$ cat src/rtl/video_timing_gen.sv
// 640x480@60 raster timing source: counters, sync/active decode, enable-gated delay line.
// Optional colour-bar test pattern on red/green/blue when VTG_TEST_PATTERN_EN is defined.
module video_timing_gen #(
   parameter int unsigned H_ACTIVE   = 640,
   parameter int unsigned H_FP       = 16,
   parameter int unsigned H_SYNC     = 96,
   parameter int unsigned H_BP       = 48,
   parameter int unsigned V_ACTIVE   = 480,
   parameter int unsigned V_FP       = 10,
   parameter int unsigned V_SYNC     = 2,
   parameter int unsigned V_BP       = 33,
   parameter bit          SYNC_POL   = 1'b0,
   parameter int unsigned PIPE_DELAY = 2
) (
   input  logic        pixel_clk,
   input  logic        arstn,
   input  logic        en,
   output logic [9:0]  drawX,
   output logic [9:0]  drawY,
   output logic        hsync,
   output logic        vsync,
   output logic        vde,
   output logic        hsync_d,
   output logic        vsync_d,
   output logic        vde_d,
   output logic        line_start,
   output logic        frame_start,
   output logic [15:0] frame_counter,
   output logic [3:0]  red,
   output logic [3:0]  green,
   output logic [3:0]  blue
);

   localparam int unsigned XW      = 10;
   localparam int unsigned YW      = 10;
   localparam int unsigned FCW     = 16;
   localparam int unsigned H_TOTAL = H_ACTIVE + H_FP + H_SYNC + H_BP;
   localparam int unsigned V_TOTAL = V_ACTIVE + V_FP + V_SYNC + V_BP;

   localparam logic [XW-1:0] X_LAST   = XW'(H_TOTAL - 1);
   localparam logic [XW-1:0] X_ACT    = XW'(H_ACTIVE);
   localparam logic [XW-1:0] HS_FIRST = XW'(H_ACTIVE + H_FP);
   localparam logic [XW-1:0] HS_LAST  = XW'(H_ACTIVE + H_FP + H_SYNC - 1);
   localparam logic [YW-1:0] Y_LAST   = YW'(V_TOTAL - 1);
   localparam logic [YW-1:0] Y_ACT    = YW'(V_ACTIVE);
   localparam logic [YW-1:0] VS_FIRST = YW'(V_ACTIVE + V_FP);
   localparam logic [YW-1:0] VS_LAST  = YW'(V_ACTIVE + V_FP + V_SYNC - 1);
   localparam logic          SYNC_INACT = ~SYNC_POL;

   logic [XW-1:0]  x_q, x_d;
   logic [YW-1:0]  y_q, y_d;
   logic [FCW-1:0] fc_q, fc_d;
   logic           hs_q, hs_d, vs_q, vs_d, de_q, de_d;
   logic           ls_q, ls_d, fs_q, fs_d;
   logic           run_q;
   logic           x_wrap, y_wrap;

   // Next raster position and its decode; outputs register these so they line up with drawX/drawY.
   always_comb begin
      x_wrap = (x_q >= X_LAST);
      y_wrap = (y_q >= Y_LAST);
      x_d    = x_wrap ? '0 : x_q + XW'(1);
      y_d    = y_q;
      if (x_wrap) begin
         y_d = y_wrap ? '0 : y_q + YW'(1);
      end else if (y_q > Y_LAST) begin
         y_d = '0;
      end
      // The wrap out of the post-reset parking position does not complete a frame.
      fc_d = fc_q + FCW'(x_wrap && y_wrap && run_q);
      hs_d = (x_d >= HS_FIRST && x_d <= HS_LAST) ? SYNC_POL : SYNC_INACT;
      vs_d = (y_d >= VS_FIRST && y_d <= VS_LAST) ? SYNC_POL : SYNC_INACT;
      de_d = (x_d < X_ACT) && (y_d < Y_ACT);
      ls_d = (x_d == '0);
      fs_d = ls_d && (y_d == '0);
   end

   always_ff @(posedge pixel_clk) begin
      if (!arstn) begin
         x_q   <= X_LAST;
         y_q   <= Y_LAST;
         fc_q  <= '0;
         hs_q  <= SYNC_INACT;
         vs_q  <= SYNC_INACT;
         de_q  <= 1'b0;
         ls_q  <= 1'b0;
         fs_q  <= 1'b0;
         run_q <= 1'b0;
      end else if (en) begin
         x_q   <= x_d;
         y_q   <= y_d;
         fc_q  <= fc_d;
         hs_q  <= hs_d;
         vs_q  <= vs_d;
         de_q  <= de_d;
         ls_q  <= ls_d;
         fs_q  <= fs_d;
         run_q <= 1'b1;
      end else begin
         ls_q  <= 1'b0;
         fs_q  <= 1'b0;
      end
   end

`ifdef VTG_TEST_PATTERN_EN
   localparam int unsigned PIPE_W = 15;
   localparam int unsigned BAR_W  = 80;

   logic [11:0] rgb_q, rgb_d;
   logic [2:0]  bar;

   // Eight 80-pixel colour bars, blanked outside active video.
   always_comb begin
      bar   = 3'(x_d / XW'(BAR_W));
      rgb_d = '0;
      if (de_d) begin
         case (bar)
            3'd0:    rgb_d = 12'hFFF;
            3'd1:    rgb_d = 12'hFF0;
            3'd2:    rgb_d = 12'h0FF;
            3'd3:    rgb_d = 12'h0F0;
            3'd4:    rgb_d = 12'hF0F;
            3'd5:    rgb_d = 12'hF00;
            3'd6:    rgb_d = 12'h00F;
            default: rgb_d = 12'h000;
         endcase
      end
   end

   always_ff @(posedge pixel_clk) begin
      if (!arstn) begin
         rgb_q <= '0;
      end else if (en) begin
         rgb_q <= rgb_d;
      end
   end
`else
   localparam int unsigned PIPE_W = 3;
`endif

   localparam logic [PIPE_W-1:0] PIPE_RST = PIPE_W'({SYNC_INACT, SYNC_INACT, 1'b0});

   logic [PIPE_W-1:0] pipe_in, pipe_out;

`ifdef VTG_TEST_PATTERN_EN
   assign pipe_in = {rgb_q, hs_q, vs_q, de_q};
`else
   assign pipe_in = {hs_q, vs_q, de_q};
`endif

   // Enable-gated delay line keeping sync/active (and pattern) aligned with the pixel path.
   generate
      if (PIPE_DELAY == 0) begin : g_nodly
         assign pipe_out = pipe_in;
      end else begin : g_dly
         localparam int unsigned SRW = PIPE_DELAY * PIPE_W;
         logic [SRW-1:0] sr_q;
         always_ff @(posedge pixel_clk) begin
            if (!arstn) begin
               sr_q <= {PIPE_DELAY{PIPE_RST}};
            end else if (en) begin
               sr_q <= SRW'({sr_q, pipe_in});
            end
         end
         assign pipe_out = sr_q[SRW-1 -: PIPE_W];
      end
   endgenerate

   assign drawX         = x_q;
   assign drawY         = y_q;
   assign hsync         = hs_q;
   assign vsync         = vs_q;
   assign vde           = de_q;
   assign line_start    = ls_q;
   assign frame_start   = fs_q;
   assign frame_counter = fc_q;
   assign hsync_d       = pipe_out[2];
   assign vsync_d       = pipe_out[1];
   assign vde_d         = pipe_out[0];

`ifdef VTG_TEST_PATTERN_EN
   assign red   = pipe_out[14:11];
   assign green = pipe_out[10:7];
   assign blue  = pipe_out[6:3];
`else
   assign red   = 4'h0;
   assign green = 4'h0;
   assign blue  = 4'h0;
`endif

endmodule

$ cat config.mk
export PLATFORM = sky130hd
export DESIGN_NAME = video_timing_gen
export DESIGN_NICKNAME = d
export VERILOG_FILES = /design/src/rtl/video_timing_gen.sv
export SDC_FILE = /design/constraint.sdc
export NUM_CORES = 1
export LEC_CHECK = 0
export CAP_MARGIN = 40
export CORE_MARGIN = 2
export CORE_UTILIZATION = 53
export CTS_BUF_LIST = sky130_fd_sc_hd__clkbuf_8
export CTS_CLUSTER_DIAMETER = 80
export CTS_CLUSTER_SIZE = 24
export DETAILED_ROUTE_END_ITERATION = 6
export HOLD_SLACK_MARGIN = 0.1
export PLACE_DENSITY = 0.85
export SLEW_MARGIN = 20
export SYNTH_ARGS = -nofsm -noshare
export SYNTH_HDL_FRONTEND = slang
export SYNTH_SLANG_ARGS = --single-unit
$ cat constraint.sdc
create_clock -name pixel_clk -period 4.1 [get_ports pixel_clk]
set_clock_uncertainty 0.15 [all_clocks]
set_input_delay 0.82 -clock pixel_clk [delete_from_list [all_inputs] [get_ports pixel_clk]]
set_output_delay 0.82 -clock pixel_clk [all_outputs]
set_load 0.02 [all_outputs]
==> run_results.csv, run 1 <==
group,metric,value,unit
status,status,"completed",
synth,synth_area_leader_cell,"dfxtp_1",
setup_path,path_class,"reg -> reg",
clock_tree,cts_tree,"yes",
pwr,peakVddDrop,0.249,mV
timing,max_freq,320,MHz
synth,synth-seq-cells,48,
min_path,hold_class,"reg -> reg",
clock_tree,cts_hold_buffers,0,
synth,yosysMostFrequentCell,"dfxtp_1",
global_routing,grt_start_max_net_pins,44,
synth,synth.avg_cell_area,8.16,sq um
pwr,power.density,376,mW/mm^2
synth,yosysTopAreaCellShare,0.352,
synth,synth_cell_types,63,
setup_path,worstPathMaxFanout,8,
clock_tree,cts_htree_levels,2,
global_routing,grt_pass1_wl,9.85,mm
synth,ys_warn_count,0,
route,remaining_drc_errors,0,
synth,synth-main-ff-cell,"dfxtp_1",
die,design.die.area,0.00573,sq mm
pwr,power.leakage,1.26,nW
route,wl_per_cell,13.6,um
route,vias_per_cell,5.62,
setup_path,end_kind,"register",
setup_path,crit_top_cell,"ha_1",
clock_tree,cts_setup_buffers,0,
clock_tree,cts-root-buf,"clkbuf_8",
timing,rsz0062_at_grt,"false",
die,die_y,75.7,um
die,pin_count,59,
route,postRouteAntennaNets,0,
timing,min_period_over_period,0.762,
setup_path,crit_chain,"ha_1, and4_4, o311ai_1, nor3_1, ha_1, nand4_1, nor2_1, nand3_1, or3_1, a21boi_0",
run,maxCapViolCount,0,
setup_path,cp_slowest_cell,"dfxtp_1",
final_layout,final_core_util,0.640,
route,firstDrtPassIters,4,
setup_path,cp_data_required_time,4190,ps
route,drtIter0Drc,178,
final_layout,diodes,0,
timing,slew_viol_final,0,
timing,finalHoldViolCount,0,
synth,synthArstFlopShare,0,
setup_path,start_kind,"register",
die,die_x,75.7,um
final_layout,fin_nets,377,
setup_path,critPathMaxStageDelay,460,ps
timing,fin_setup_tns,0,ps
clock_tree,clkTransAtPathRegs,90,ps
synth,synth.area.top_cells,"dfxtp_1 35%, nand2_1 4.7%, mux2i_1 4.4%",
clock_tree,clk-insertion-delay-late,300,ps
setup_path,worstPathArrival,3210,ps
synth,synth_seq_area_share,0.352,
clock_tree,clockBufferDepth,2,
placement,finalWeightedCongestion,0.853,
placement,dp_hpwl,4.29,mm
synth,synth_commonest_cells,"48 x dfxtp_1, 34 x nand2_1, 28 x nor2_1, 20 x nand3_1, 14 x o21ai_0",
synth,syn_inst,334,
synth,netlist_area,0.00273,sq mm
synth,synth-edff-count,0,
global_routing,antenna_found_initial,0,
clock_tree,cts_resized,0,
global_routing,grtUsageTotal,0.219,
final_layout,syn2layout_area_growth,18.4,%
die,core_area,0.00504,sq mm
die,fp-row-count,26,
final_layout,drive_gt1_frac,0.0596,
route,drt_wl_total,5.99,mm
global_routing,grt-ovfl-total,0,
global_routing,grt_pass1_vias,2197,
placement,io_buffers,46,
route,vias,2467,
die,start_util,0.541,
timing,setup_viol,0,
clock_tree,clock-sinks,48,
clock_tree,numCtsBuffers,5,
timing,period_minus_slack,3130,ps
-- path summary, 6_finish.rpt --
check | startpoint | end | slack (ps) | cells past startpoint
hold / removal | run_q | run_q | 310 | 1
setup reg to reg | drawX[1] | frame_counter[15] | 970 | 10
hold reg to reg | run_q | run_q | 310 | 1
setup / recovery | drawX[1] | frame_counter[15] | 970 | 10
-- logic make-up (layout without fill, tap and decap cells) --
group / after synthesis / after routing / share of synthesized area
AOI/OAI and AO/OA: 69 / 69 / 0.179
xor gates and xnor gates: 16 / 16 / 0.0514
adders and majority gates: 5 / 5 / 0.0229
buffers and inverters: 45 / 69 / 0.0876
DFF: 48 / 48 / 0.352
muxes: 13 / 13 / 0.0482
other: 1 / 12 / 0.00138
and+or+nand+nor: 137 / 137 / 0.257
-- metrics by stage --
stage	std cells	worst slack, ps	power [mW]	cell area (sq um)	hold slack [ps]
floorplan	345	941	0.846	2770	278
global placement	432	1110	0.932	3150	286
detailed placement	432	993	0.941	3150	292
CTS	439	960	1.21	3230	311
global route	439	594	1.28	3230	334
finish	439	974	1.21	3230	308
-- metal layers --
metal  vias to the layer above  wire (um)  track usage
li1                       1238          -            -
met1                      1143       2650        0.294
met2                        74       2930        0.351
met3                        12        331       0.0529
met4                         0         78       0.0643
met5                         -          0            0
-- placed cells by master (no fill, tap or decap), types with 3 or more instances in the layout --
cell             count
ha_1                 5
o311ai_0             3
o21ai_0             14
buf_4                3
a311oi_1             3
a211oi_1             3
inv_1               12
conb_1              12
nand4_1              8
and2_1               7
and3_1               5
nand3_1             20
nor2b_1              3
o21a_1               3
dfxtp_1             48
nor3_1               7
or3_1                5
a31oi_1              3
o31ai_1              4
nand2b_1             3
nand2_1             34
a21oi_1             12
clkbuf_8             5
nor2_1              28
nor4_1               4
xor2_1               6
mux2i_1             12
clkdlybuf4s50_1     46
xnor2_1             10
-- state kept, by name, summed over array words and instances, names as in the netlist --
name	count
drawX	10
frame_start	1
vsync	1
frame_counter	16
run_q	1
line_start	1
drawY	10
g_dly.sr_q	6
vde	1
hsync	1
-- critical path: cells and delay by family, from the launching register on --
kind	cells	cell delay (ps)
AO/OA/AOI/OAI	2	290
adder cells (fa/ha/maj)	2	550
flip-flops	1	460
AND/OR/NAND/NOR	6	1610
-- power by group --
part           internal, mW  switching, mW  leakage (nW)
sequential            0.492         0.0513         0.390
combinational         0.163          0.233         0.829
clock                 0.116          0.158        0.0400
total                 0.771          0.442          1.26
-- area by class of cell --
type | count | area (sq um)
sequential | 48 | 961
multi-input combinational | 252 | 1570
clock inverter | 2 | 12.5
fill | 447 | 1810
inverter | 13 | 48.8
clock buffer | 5 | 68.8
timing repair buffer | 49 | 483
tap | 70 | 87.6
Power figures use the tool's default switching activity.
==> run 2, diff against run 1 <==
- CORE_UTILIZATION: 53 -> 48
- PLACE_DENSITY: 0.85 -> 0.81
- clock period: 4.1 -> 2.82 ns (I/O delays scaled with it)
==> run_results.csv, run 2 (synthesis results as in run 1) <==
group,metric,value,unit
min_path,hold_depth,2,
route,postRouteAntennaNets,0,
setup_path,start_kind,"register",
setup_path,worstPathArrival,2740,ps
clock_tree,cts_htree_levels,2,
global_routing,grt_pass1_vias,2353,
final_layout,fillCellCount,489,
final_layout,fin_cells,464,
min_path,worstHoldStart,"g_dly.sr_q[2]",
setup_path,worstPathMaxFanout,6,
placement,finalWeightedCongestion,0.891,
setup_path,reg2reg_to,"frame_counter[14]",
placement,io_buffers,46,
die,fp-row-count,27,
timing,period_minus_slack,2690,ps
final_layout,largest_reg_flops,16,
route,firstDrtPassIters,4,
clock_tree,clk-insertion-delay-late,300,ps
min_path,min_delay_worst_endpoint,"g_dly.sr_q[5]",
run,maxCapViolCount,0,
clock_tree,clockBufferDepth,2,
timing,worst_slack,129,ps
die,core_area,0.00551,sq mm
final_layout,fin_nets,399,
setup_path,path_class,"reg -> reg",
die,die_y,79.4,um
clock_tree,clock-sinks,48,
die,die_x,79.4,um
route,vias,2598,
die,pin_count,59,
final_layout,diodes,0,
timing,setup_viol,0,
die,design.die.area,0.00630,sq mm
timing,timing.hold.ws,338,ps
final_layout,drive_gt1_frac,0.153,
min_path,hold_class,"reg -> reg",
clock_tree,cts_hold_buffers,0,
setup_path,cp_data_required_time,2870,ps
route,remaining_drc_errors,0,
final_layout,syn2layout_area_growth,29.1,%
final_layout,final_cell_mix,"46 x clkdlybuf4s50_1, 43 x dfxtp_1, 34 x nand2_1",
setup_path,r2r_cells,12,
clock_tree,clkTransAtPathRegs,90,ps
timing,slew_viol_final,0,
global_routing,grt-ovfl-total,0,
route,wl_per_cell,14.0,um
placement,dp_slack,27.1,ps
pwr,power.density,554,mW/mm^2
placement,dp_hpwl,4.64,mm
placement,dp_cells,448,
die,start_util,0.495,
setup_path,reg2reg_from,"drawX[1]",
timing,max_freq,372,MHz
route,drtIter0Drc,141,
route,vias_per_cell,5.60,
pwr,finalPower,1.95,mW
final_layout,final_core_util,0.639,
pwr,power.leakage,1.39,nW
setup_path,end_kind,"register",
timing,min_period_over_period,0.954,
clock_tree,numCtsBuffers,5,
final_layout,multi_input_area,0.00164,sq mm
status,status,"completed",
global_routing,grtUsageTotal,0.213,
global_routing,grt_start_max_net_pins,34,
timing,finalHoldViolCount,0,
final_layout,seqCellArea,972,sq um
route,drt_wl_total,6.49,mm
clock_tree,cts_tree,"yes",
pwr,peakVddDrop,0.278,mV
global_routing,antenna_found_initial,0,
global_routing,grt_pass1_wl,10.9,mm
clock_tree,cts-root-buf,"clkbuf_8",
final_layout,mostFrequentLayoutCell,"clkdlybuf4s50_1",
setup_path,worst-r2r-setup-slack,130,ps
[run 2: cell types whose count changed in the layout (fill, tap and decap cells not counted), moves of 2 or more]
cell     before  now
dfxtp_4       0    2
dfxtp_2       0    3
dfxtp_1      48   43
ha_1          5    2
ha_4          0    2
buf_4         3   24
[run 2: timing repair]
| item | CTS | global route |
|---|---|---|
| hold endpoints to repair | 0 | 0 |
| gates resized for setup | 0 | 6 |
| buffers inserted | 0 | 8 |
| endpoints found under the setup margin | 0 | 4 |
[run 2: how the worst max path moves through the flow]
| stage | startpoint | endpoint | slack, ps | depth (start not counted) |
|---|---|---|---|---|
| 2_1_floorplan | drawX[1] | frame_counter[14] | 5 | 13 |
| 3_3_place_gp | drawX[1] | frame_counter[14] | 130 | 12 |
| 3_5_place_dp | drawX[1] | frame_counter[15] | 30 | 10 |
| 4_1_cts | drawX[1] | frame_counter[15] | 2 | 10 |
| 5_1_grt | drawX[1] | frame_counter[14] | -10 | 12 |
| 6_report | drawX[1] | frame_counter[14] | 130 | 12 |
[run 2: per-layer routing]
metal	wire length, um	up-vias	global-route usage
li1	-	1276	-
met1	2880	1221	0.283
met2	3160	97	0.351
met3	413	4	0.0386
met4	39	0	0.0672
met5	0	-	0
[run 2: report_power, final]
group / leakage, nW / switching, mW / total [mW] / internal [mW]
sequential: 0.390 / 0.0491 / 0.767 / 0.717
clock: 0.0591 / 0.245 / 0.513 / 0.268
combinational: 0.939 / 0.382 / 0.673 / 0.290
[run 2: final cells by class]
cell class / instances / share of cell area
well taps: 72 / 0.0256
clock buffers: 5 / 0.0195
multi-input cells: 252 / 0.464
repair buffers: 71 / 0.188
inverters: 13 / 0.0139
clock inverters: 3 / 0.0128
flip-flops and latches: 48 / 0.276
[run 2: per-stage QoR]
stage               setup TNS [ps]  cell area [sq um]
finish                           0               3520
global route                 -14.0               3520
CTS                              0               3440
detailed placement               0               3320
global placement                 0               3320
floorplan                        0               2840
[run 2: worst max-delay path, stage by stage (launching register included)]
cell	delay [ps]
dfxtp_4	390
ha_4	150
and4_4	260
o311ai_4	100
nor3_2	210
ha_2	230
ha_4	130
and3_4	190
and4_4	240
and2_4	140
nand4_1	110
xnor2_1	140
and2_1	150
